[src/rtl/mc_seq_pkg.sv]
// mc_sequencer shared types and encodings.
// Also used by the instruction decoder for its select constants.
package mc_seq_pkg;

  typedef enum logic [2:0] {
    S_IDLE    = 3'd0,
    S_FETCH   = 3'd1,
    S_DECODE  = 3'd2,
    S_EXECUTE = 3'd3,
    S_MEM     = 3'd4,
    S_WB      = 3'd5
  } state_e;

  localparam logic [1:0] PC_SEL_REG = 2'd0;
  localparam logic [1:0] PC_SEL_BR  = 2'd1;
  localparam logic [1:0] PC_SEL_JMP = 2'd2;
  localparam logic [1:0] PC_SEL_INC = 2'd3;

  localparam logic [1:0] GP_SRC_ALU = 2'd0;
  localparam logic [1:0] GP_SRC_MEM = 2'd1;
  localparam logic [1:0] GP_SRC_SHF = 2'd2;
  localparam logic [1:0] GP_SRC_PC  = 2'd3;

  // An untaken branch falls through to the incremented PC.
  function automatic logic [1:0] eff_pc_sel(
    input logic [1:0] sel,
    input logic       taken
  );
    if (sel == PC_SEL_BR && !taken)
      return PC_SEL_INC;
    return sel;
  endfunction

  function automatic logic is_mem_op(
    input logic [1:0] gp_src,
    input logic       dm_we
  );
    return (gp_src == GP_SRC_MEM) || dm_we;
  endfunction

endpackage

[src/rtl/mc_sat_counter.sv]
// Up-counter with increment enable.
// SAT=1 holds at all-ones, SAT=0 wraps.
module mc_sat_counter #(
  parameter int W   = 16,
  parameter bit SAT = 1'b1
) (
  input  logic         clk,
  input  logic         rst_n,
  input  logic         inc,
  output logic [W-1:0] count
);

  logic at_max;

  assign at_max = &count;

  always_ff @(posedge clk or negedge rst_n) begin
    if (!rst_n)
      count <= '0;
    else if (inc && !(SAT && at_max))
      count <= count + W'(1);
  end

endmodule

[src/rtl/mc_sequencer.sv]
// Multicycle control sequencer: FETCH/DECODE/EXECUTE/MEM/WB.
// Shares one memory port between fetch and load/store.
module mc_sequencer
  import mc_seq_pkg::*;
#(
  parameter int CNT_W   = 32,
  parameter int STALL_W = 16
) (
  input  logic               clk,
  input  logic               rst_n,
  input  logic               run,
  input  logic               mem_ack,
  input  logic               dec_gp_we,
  input  logic               dec_dm_we,
  input  logic [1:0]         dec_gp_mux_sel,
  input  logic [1:0]         dec_pc_mux_sel,
  input  logic               bce_taken,
  output logic               mem_req,
  output logic               mem_we,
  output logic               mem_addr_sel,
  output logic               ir_we,
  output logic               ab_we,
  output logic               mdr_we,
  output logic               gp_we,
  output logic               pc_we,
  output logic [1:0]         pc_sel,
  output logic [2:0]         state,
  output logic               busy,
  output logic [CNT_W-1:0]   retired,
  output logic [STALL_W-1:0] stall_cnt
);

  state_e cur, nxt;
  logic   is_load;

  assign is_load = (dec_gp_mux_sel == GP_SRC_MEM);
  assign state   = cur;
  assign busy    = (cur != S_IDLE);

  always_ff @(posedge clk or negedge rst_n) begin
    if (!rst_n)
      cur <= S_IDLE;
    else
      cur <= nxt;
  end

  always_comb begin
    nxt          = cur;
    mem_req      = 1'b0;
    mem_we       = 1'b0;
    mem_addr_sel = 1'b0;
    ir_we        = 1'b0;
    ab_we        = 1'b0;
    mdr_we       = 1'b0;
    gp_we        = 1'b0;
    pc_we        = 1'b0;
    pc_sel       = PC_SEL_INC;
    unique case (cur)
      S_IDLE: begin
        if (run)
          nxt = S_FETCH;
      end
      S_FETCH: begin
        mem_req = 1'b1;
        ir_we   = mem_ack;
        if (mem_ack)
          nxt = S_DECODE;
      end
      S_DECODE: begin
        ab_we = 1'b1;
        nxt   = S_EXECUTE;
      end
      S_EXECUTE: begin
        if (is_mem_op(dec_gp_mux_sel, dec_dm_we))
          nxt = S_MEM;
        else
          nxt = S_WB;
      end
      S_MEM: begin
        mem_req      = 1'b1;
        mem_addr_sel = 1'b1;
        mem_we       = dec_dm_we;
        mdr_we       = mem_ack && is_load;
        if (mem_ack)
          nxt = S_WB;
      end
      S_WB: begin
        pc_we  = 1'b1;
        gp_we  = dec_gp_we;
        pc_sel = eff_pc_sel(dec_pc_mux_sel, bce_taken);
        nxt    = run ? S_FETCH : S_IDLE;
      end
      default: nxt = S_IDLE;
    endcase
  end

  mc_sat_counter #(
    .W   (CNT_W),
    .SAT (1'b0)
  ) u_retired (
    .clk   (clk),
    .rst_n (rst_n),
    .inc   (cur == S_WB),
    .count (retired)
  );

  mc_sat_counter #(
    .W   (STALL_W),
    .SAT (1'b1)
  ) u_stall (
    .clk   (clk),
    .rst_n (rst_n),
    .inc   (mem_req && !mem_ack),
    .count (stall_cnt)
  );

endmodule

[config.mk]
export PLATFORM = sky130hd
export DESIGN_NAME = mc_sequencer
export DESIGN_NICKNAME = d
export VERILOG_FILES = /design/src/rtl/mc_seq_pkg.sv /design/src/rtl/mc_sat_counter.sv /design/src/rtl/mc_sequencer.sv
export SDC_FILE = /design/constraint.sdc
export NUM_CORES = 1
export LEC_CHECK = 0
export CAP_MARGIN = 20
export CELL_PAD_IN_SITES_DETAIL_PLACEMENT = 1
export CELL_PAD_IN_SITES_GLOBAL_PLACEMENT = 2
export CORE_ASPECT_RATIO = 0.5
export CORE_MARGIN = 2
export CORE_UTILIZATION = 31
export CTS_BUF_LIST = sky130_fd_sc_hd__clkbuf_8
export DETAILED_ROUTE_END_ITERATION = 16
export GPL_TIMING_DRIVEN = 0
export PLACE_DENSITY = 0.94
export SKIP_LAST_GASP = 1
export SLEW_MARGIN = 20
export SYNTH_ARGS = -nofsm -noshare
export SYNTH_HDL_FRONTEND = slang
export SYNTH_HIERARCHICAL = 1
export SYNTH_SLANG_ARGS = --single-unit
[constraint.sdc]
create_clock -name clk -period 2.7 [get_ports clk]
set_clock_uncertainty 0.05 [all_clocks]
set_input_delay 0.405 -clock clk [delete_from_list [all_inputs] [get_ports clk]]
set_output_delay 0.405 -clock clk [all_outputs]
set_load 0.02 [all_outputs]
==> metrics <==
largest area contributor in the netlist=dfrtp_1; multi-input logic area=1245 um2; PwrDens=650.6 nW/um2; top_reg_cell synth=dfrtp_1; routed vias=2089; Non-Filler Instances=424; Seq cells post-synth=51; top-count cell post-synth=dfrtp_1; critical path's slowest cell=nor3_1; Nets=324; commonest cells in the netlist=dfrtp_1 (51), xnor2_1 (23), xor2_1 (20), nand2_1 (15), nand3_1 (15); placed cell count=416; drt drc=0; Hold Fails Final Rpt=0; Syn Inst Count=232; final wirelength=6.544 mm; die height=68.23 um; CTS max path bufs=2; critical-path cell list=buf_4 -> xnor2_1 -> nor3_1 -> and3_2 -> nand3_1 -> nor4_2 -> xor2_1; Synth top area share=0.4990; syn_area_per_cell=11.02 um2; Routed WL per cell=15.43 um; R2R Setup Slk=0.23 ns; die extent in x=132.5 um; DR iter-0 viols=87; Critical Path Max Stage Delay=0.57 ns; area of the die=9036 um2; # diodes=0; clk sinks=51; Cell variety after synth=40; # IOs=73; Post-synth EDFFs=0; HP Class=input pin to asynchronous set/reset pin; H-tree levels=2; highest clock rate=404.2 MHz; number of fill cells in the layout=898; RePlAce Congestion=0.7612; Peak VDD IR=0.0003099 V; sequential element share of the synthesized area=0.4990; Site Rows=23; core box area=8000 um2; minimum clock period=2.474 ns; Max FO, Critical Path=10; status=complete, no violations; WP data required=2.88 ns; Setup Viol. Count Final=0; Worst Setup Start Kind=register; clock transition at the registers of the reported paths=0.09 ns; sequential cell area=1276 um2; Final Cycle Share=0.9163; post-detail-place hpwl=5.002 mm; Reg-to-Reg Start=state[0]$_DFFE_PN0P_; grt ovf=0; layout cells sized above 1=0.09936; max_cap viols=0; first-pass GRT wire length=10.70 mm; CP arrival=2.65 ns; Post-DRT Antenna Nets=0; clk_lat worst skew=0.31 ns; Setup crit end kind=register; top area cells in the synthesized netlist=dfrtp_1 (50%), xnor2_1 (7.9%), xor2_1 (6.8%); Worst Max-Slew Pin Slew=0.7289 ns; hold buffer count at CTS=0; cell family with most CP delay=simple AND/OR/NAND/NOR gates; port bufs=72; Slew Limit Fails=0; Via density=4.927; Syn. warnings=6; vias in the first global route=2248; P&R area growth vs syn=37.23%; CTS tree=done; worst relative slew slack=0.5103; RSZ-0062 raised after global routing=false; Starting Density=0.3197; count of buffer and inverter cells on the critical path=1; Total GRT Usage=0.1477; asr flop ratio synth=1.000; Setup CP Type=register to register; synthesized cell area=2557 um2; setup TNS=0 ns; CTS Buf Count=5; Worst R2R Path Depth=7; Root Driver=clkbuf_8; initial antenna violation count=0; Pre-antenna DRT Iters=4; pin count of the biggest net entering global routing=52; Reg-to-Reg End=u_stall/count[15]$_DFFE_PN0P_; Lkg Pwr=1.521 nW; syn nets=245
cells by family (layout without fill, tap and decap cells):
kind of cell    count (synthesis)  in the layout  share of synthesized area
flops                          51             51                     0.4990
xor+xnor                       43             43                     0.1473
simple gates                  112            112                     0.2754
compound gates                 10             10                    0.02593
buf+inv                         8             88                    0.01663
fa+ha+maj                       2              2                   0.009783
mux                             6              6                    0.02593
per-layer routing:
layer  track usage  wire length, um  vias to the layer above  share of wire
li1              -                -                      981              -
met5             0                0                        -              0
met2        0.2927             3539                       26           0.54
met4       0.03360               52                        0         0.0079
met3       0.03111              159                        4          0.024
met1        0.1682             2792                     1078           0.43
worst max path at each step:
| stage | from | end | slack [ns] | cells after the start |
|---|---|---|---|---|
| 6_report | state[0]$_DFFE_PN0P_ | u_stall/count[15]$_DFFE_PN0P_ | 0.23 | 7 |
| 5_1_grt | state[0]$_DFFE_PN0P_ | u_stall/count[15]$_DFFE_PN0P_ | 0.04 | 7 |
| 4_1_cts | state[0]$_DFFE_PN0P_ | u_stall/count[15]$_DFFE_PN0P_ | 0.19 | 7 |
| 3_5_place_dp | mem_ack | u_stall/count[15]$_DFFE_PN0P_ | -0.04 | 6 |
| 3_3_place_gp | rst_n | u_retired/count[23]$_DFFE_PN0P_ | -0.34 | 1 |
| 2_1_floorplan | state[2]$_DFFE_PN0P_ | u_retired/count[23]$_DFFE_PN0P_ | 0.33 | 8 |
where the power goes:
group          internal (mW)  switching (mW)
combinational          0.410           0.431
sequential             0.853           0.141
clock                  0.183           0.265
through the flow:
step / instance area, um2 / util / total power, mW / hold slack, ns / setup slack, ns
detailed placement: 3416 / 0.4270 / 1.866 / 0.4195 / -0.03706
CTS: 3503 / 0.4379 / 2.326 / 0.09598 / 0.1876
global route: 3510 / 0.4387 / 2.430 / 0.1098 / 0.04130
finish: 3510 / 0.4387 / 2.283 / 0.07787 / 0.2259
global placement: 3418 / 0.4273 / 1.826 / 0.4121 / -0.3448
floorplan: 2557 / - / 1.458 / 0.05941 / 0.3321
worst reg2reg max path: stages, from the launching register on:
cell     delay [ns]
dfrtp_1        0.42
buf_4          0.19
xnor2_1        0.14
nor3_1         0.57
and3_2         0.28
nand3_1        0.26
nor4_2         0.34
xor2_1         0.17
cells in the final DEF, fill, tap and decap left out, types with 2 or more instances in the layout:
master and instances:
clkdlybuf4s50_1 71, dfrtp_1 51, xnor2_1 23, xor2_1 20
nand2_1 15, nand3_1 15, nor2_1 14, nand4_1 13
nor3_1 11, and3_1 6, inv_1 5, clkbuf_8 5
and4_1 5, nor4_2 5, mux2_2 5, nand2b_1 4
nor2b_1 3, and2_1 3, o21ai_0 3, nor4_1 3
buf_4 2, a211o_1 2, a21oi_1 2, clkinv_2 2
nand4_4 2, nor3b_1 2, ha_1 2, nand4_2 2
cell type report:
cell class | count | share of cell area
plain buffers | 3 | 0.006774
clock buffers | 5 | 0.01961
clock inverters | 3 | 0.005348
inverters | 5 | 0.005348
multi-input cells | 173 | 0.3547
flip-flops and latches | 51 | 0.3636
well taps | 112 | 0.03993
repair buffers | 72 | 0.2046
sequential cells by signal, indices dropped and copies added (netlist names):
register and cells:
u_stall/count 16, state 3, u_retired/count 32
timing repair:
action,4_1_cts,5_1_grt
gates resized for setup,0,1
buffers inserted,0,0
hold endpoints to repair,0,0
setup endpoints to repair,0,3
Note: power is estimated with default switching activity, not from simulation.
==> RTL change: new RTL, same settings <==
The parameter `STALL_W` goes from 16 to 32.
--- a/src/rtl/mc_sequencer.sv
+++ b/src/rtl/mc_sequencer.sv
@@ -4,7 +4,7 @@
   import mc_seq_pkg::*;
 #(
   parameter int CNT_W   = 32,
-  parameter int STALL_W = 16
+  parameter int STALL_W = 32
 ) (
   input  logic               clk,
   input  logic               rst_n,
Interface: changed (resized stall_cnt); port bits go from 73 to 89. No check against the original RTL was run, so the function may have changed too.
==> RTL change against the unedited design <==
Sequential cell count grew 16. Total power up 22%. First-iteration DRC count increased by 28%. Die area is 28% higher. Area after synthesis rose by 29%. Non-clock buffer count is 17 higher. Wire length rose by 33%. Fmax is 3.4% lower. Clock power up 55%. Hold slack better by 0.34 ns. Setup slack lost 0.088 ns. Cell area is 30% higher. Largest power group unchanged.
==> RTL change: results (changes against the unedited design) <==
Setup path:
- The worst register-to-register path ends at u_stall/count[22].
- The worst reg-to-reg setup slack is 0.14 ns (-0.09 ns).
- The length in cells of the worst reg-to-reg path came to 8 (+1).
- The critical path data arrival time is 2.78 ns (+0.13 ns).
- The delay of the slowest critical-path stage was 0.42 ns (-0.15 ns).

Synth:
- The synthesized netlist net count came to 316 (+29%).
- The synthesized instance count was 303 (+31%).
- Yosys attributes the largest share of cell area to dfrtp_1 (51%), xnor2_1 (11%), xor2_1 (5.0%), nand4_1 (4.0%), nand3_1 (3.6%).
- The commonest cells after synthesis are dfrtp_1 (67), xnor2_1 (41), nand3_1 (24).
- The number of distinct standard cells referenced by the synthesized netlist is 45 (+13%).
- The share of synthesized area occupied by flip-flops and latches was 50.85% (+0.95 points).
- The post-synthesis instance area came to 3297 um^2 (+29%).

Layout:
- The number of non-clock buffers in the layout is 92 (+23%).
- From synthesis to final layout, the design area changed by 38.25%.
- The area used by multi-input combinational logic came to 1599 um^2 (+28%).
- The total of fill cells in the finished design is 1142 (+27%).
- The number of nets at the end of the flow came to 417 (+29%).
- The area taken by flip-flops and latches is 1677 um^2 (+31%).
- The portion of the layout cell area used by non-clock buffers is 20.51% (-0.64 points).
- The layout multi-input combinational cell count is 229 (+32%).

Drt:
- The met2 layer wire length in the routed design is 4320 um (+22%).
- The wire length after detailed routing is 8677 um (+33%).
- The vias after detailed routing is 2722 (+30%).
- The detailed-routing wirelength on met1 is 3957 um (+42%).

Global routing:
- The wire length of the first global-routing pass came to 14660 um (+37%).
- The via count of the first global-routing pass was 2806 (+25%).
- The overall fraction of global-route tracks in use was 16.13% (+1.4 points).
- The met1 usage in global routing is 20.22% (+3.4 points).
- The met3 usage in global routing came to 4.226% (+1.1 points).

Place:
- The minimum setup slack after placement came to -0.2027 ns (-0.1656 ns).
- The number of cells in the design after placement is 532 (+28%).
- The placed standard-cell area came to 4378 um^2 (+28%).
- The detailed placer's ending HPWL was 6412 um (+28%).
- The number of input and output port buffers inserted is 88 (+22%).
- The global placer's final weighted congestion was 0.7441 (-2.2%).

Power and ir drop:
- The clock power share is 25.0% (+5.4 points).
- The leakage power came to 1.923 nW (+26%).
- The maximum VDD drop is 0.0002967 V (-4.3%).
- The power in sequential cells is 1.23 mW (+24%).
- The switching power is 951.7 uW (+14%).
- The power density over the cells is 610.0 nW/um^2 (-6.2%).

STA:
- The headroom to the max-slew limit came to 53.53% (+2.5 points).
- The maximum operating frequency was 390.4 MHz (-3.4%).

Clocking:
- The number of buffers added by the clock tree synthesis step is 9 (+4).
- The clock slew at the register clock pins of the worst setup and hold paths came to 0.07 ns (-0.02 ns).
- The maximum level of the CTS H-tree is 3 (+1).

Status:
- The run finished with clean final reports.

Hold path:
- The worst hold path belongs to the class flop to flop.
-- RTL change: repair_timing --
item,4_1_cts,5_1_grt
resized for setup,0,3
hold endpoints to repair,23,0
buffers inserted,0,0
setup endpoints to repair,0,17
hold buffers,1,0
-- RTL change: kinds of logic after synthesis --
kind of cell / Yosys count / share of synthesized area (%)
AND/OR/NAND/NOR: 146 / 25.96
XOR/XNOR: 60 / 15.94
flip-flops: 67 / 50.85
adder cells (fa/ha/maj): 2 / 0.7589
buffers and inverters: 7 / 1.139
AO/OA/AOI/OAI: 18 / 4.364
multiplexers: 3 / 0.9867
-- RTL change: how the worst max path moves through the flow --
stage | startpoint | cells after the start | endpoint
2_1_floorplan | state[2] | 8 | u_retired/count[23]
3_3_place_gp | rst_n | 1 | u_stall/count[1]
3_5_place_dp | mem_ack | 7 | u_stall/count[17]
4_1_cts | state[0] | 8 | u_stall/count[17]
5_1_grt | state[0] | 8 | u_stall/count[22]
6_report | state[0] | 8 | u_stall/count[22]
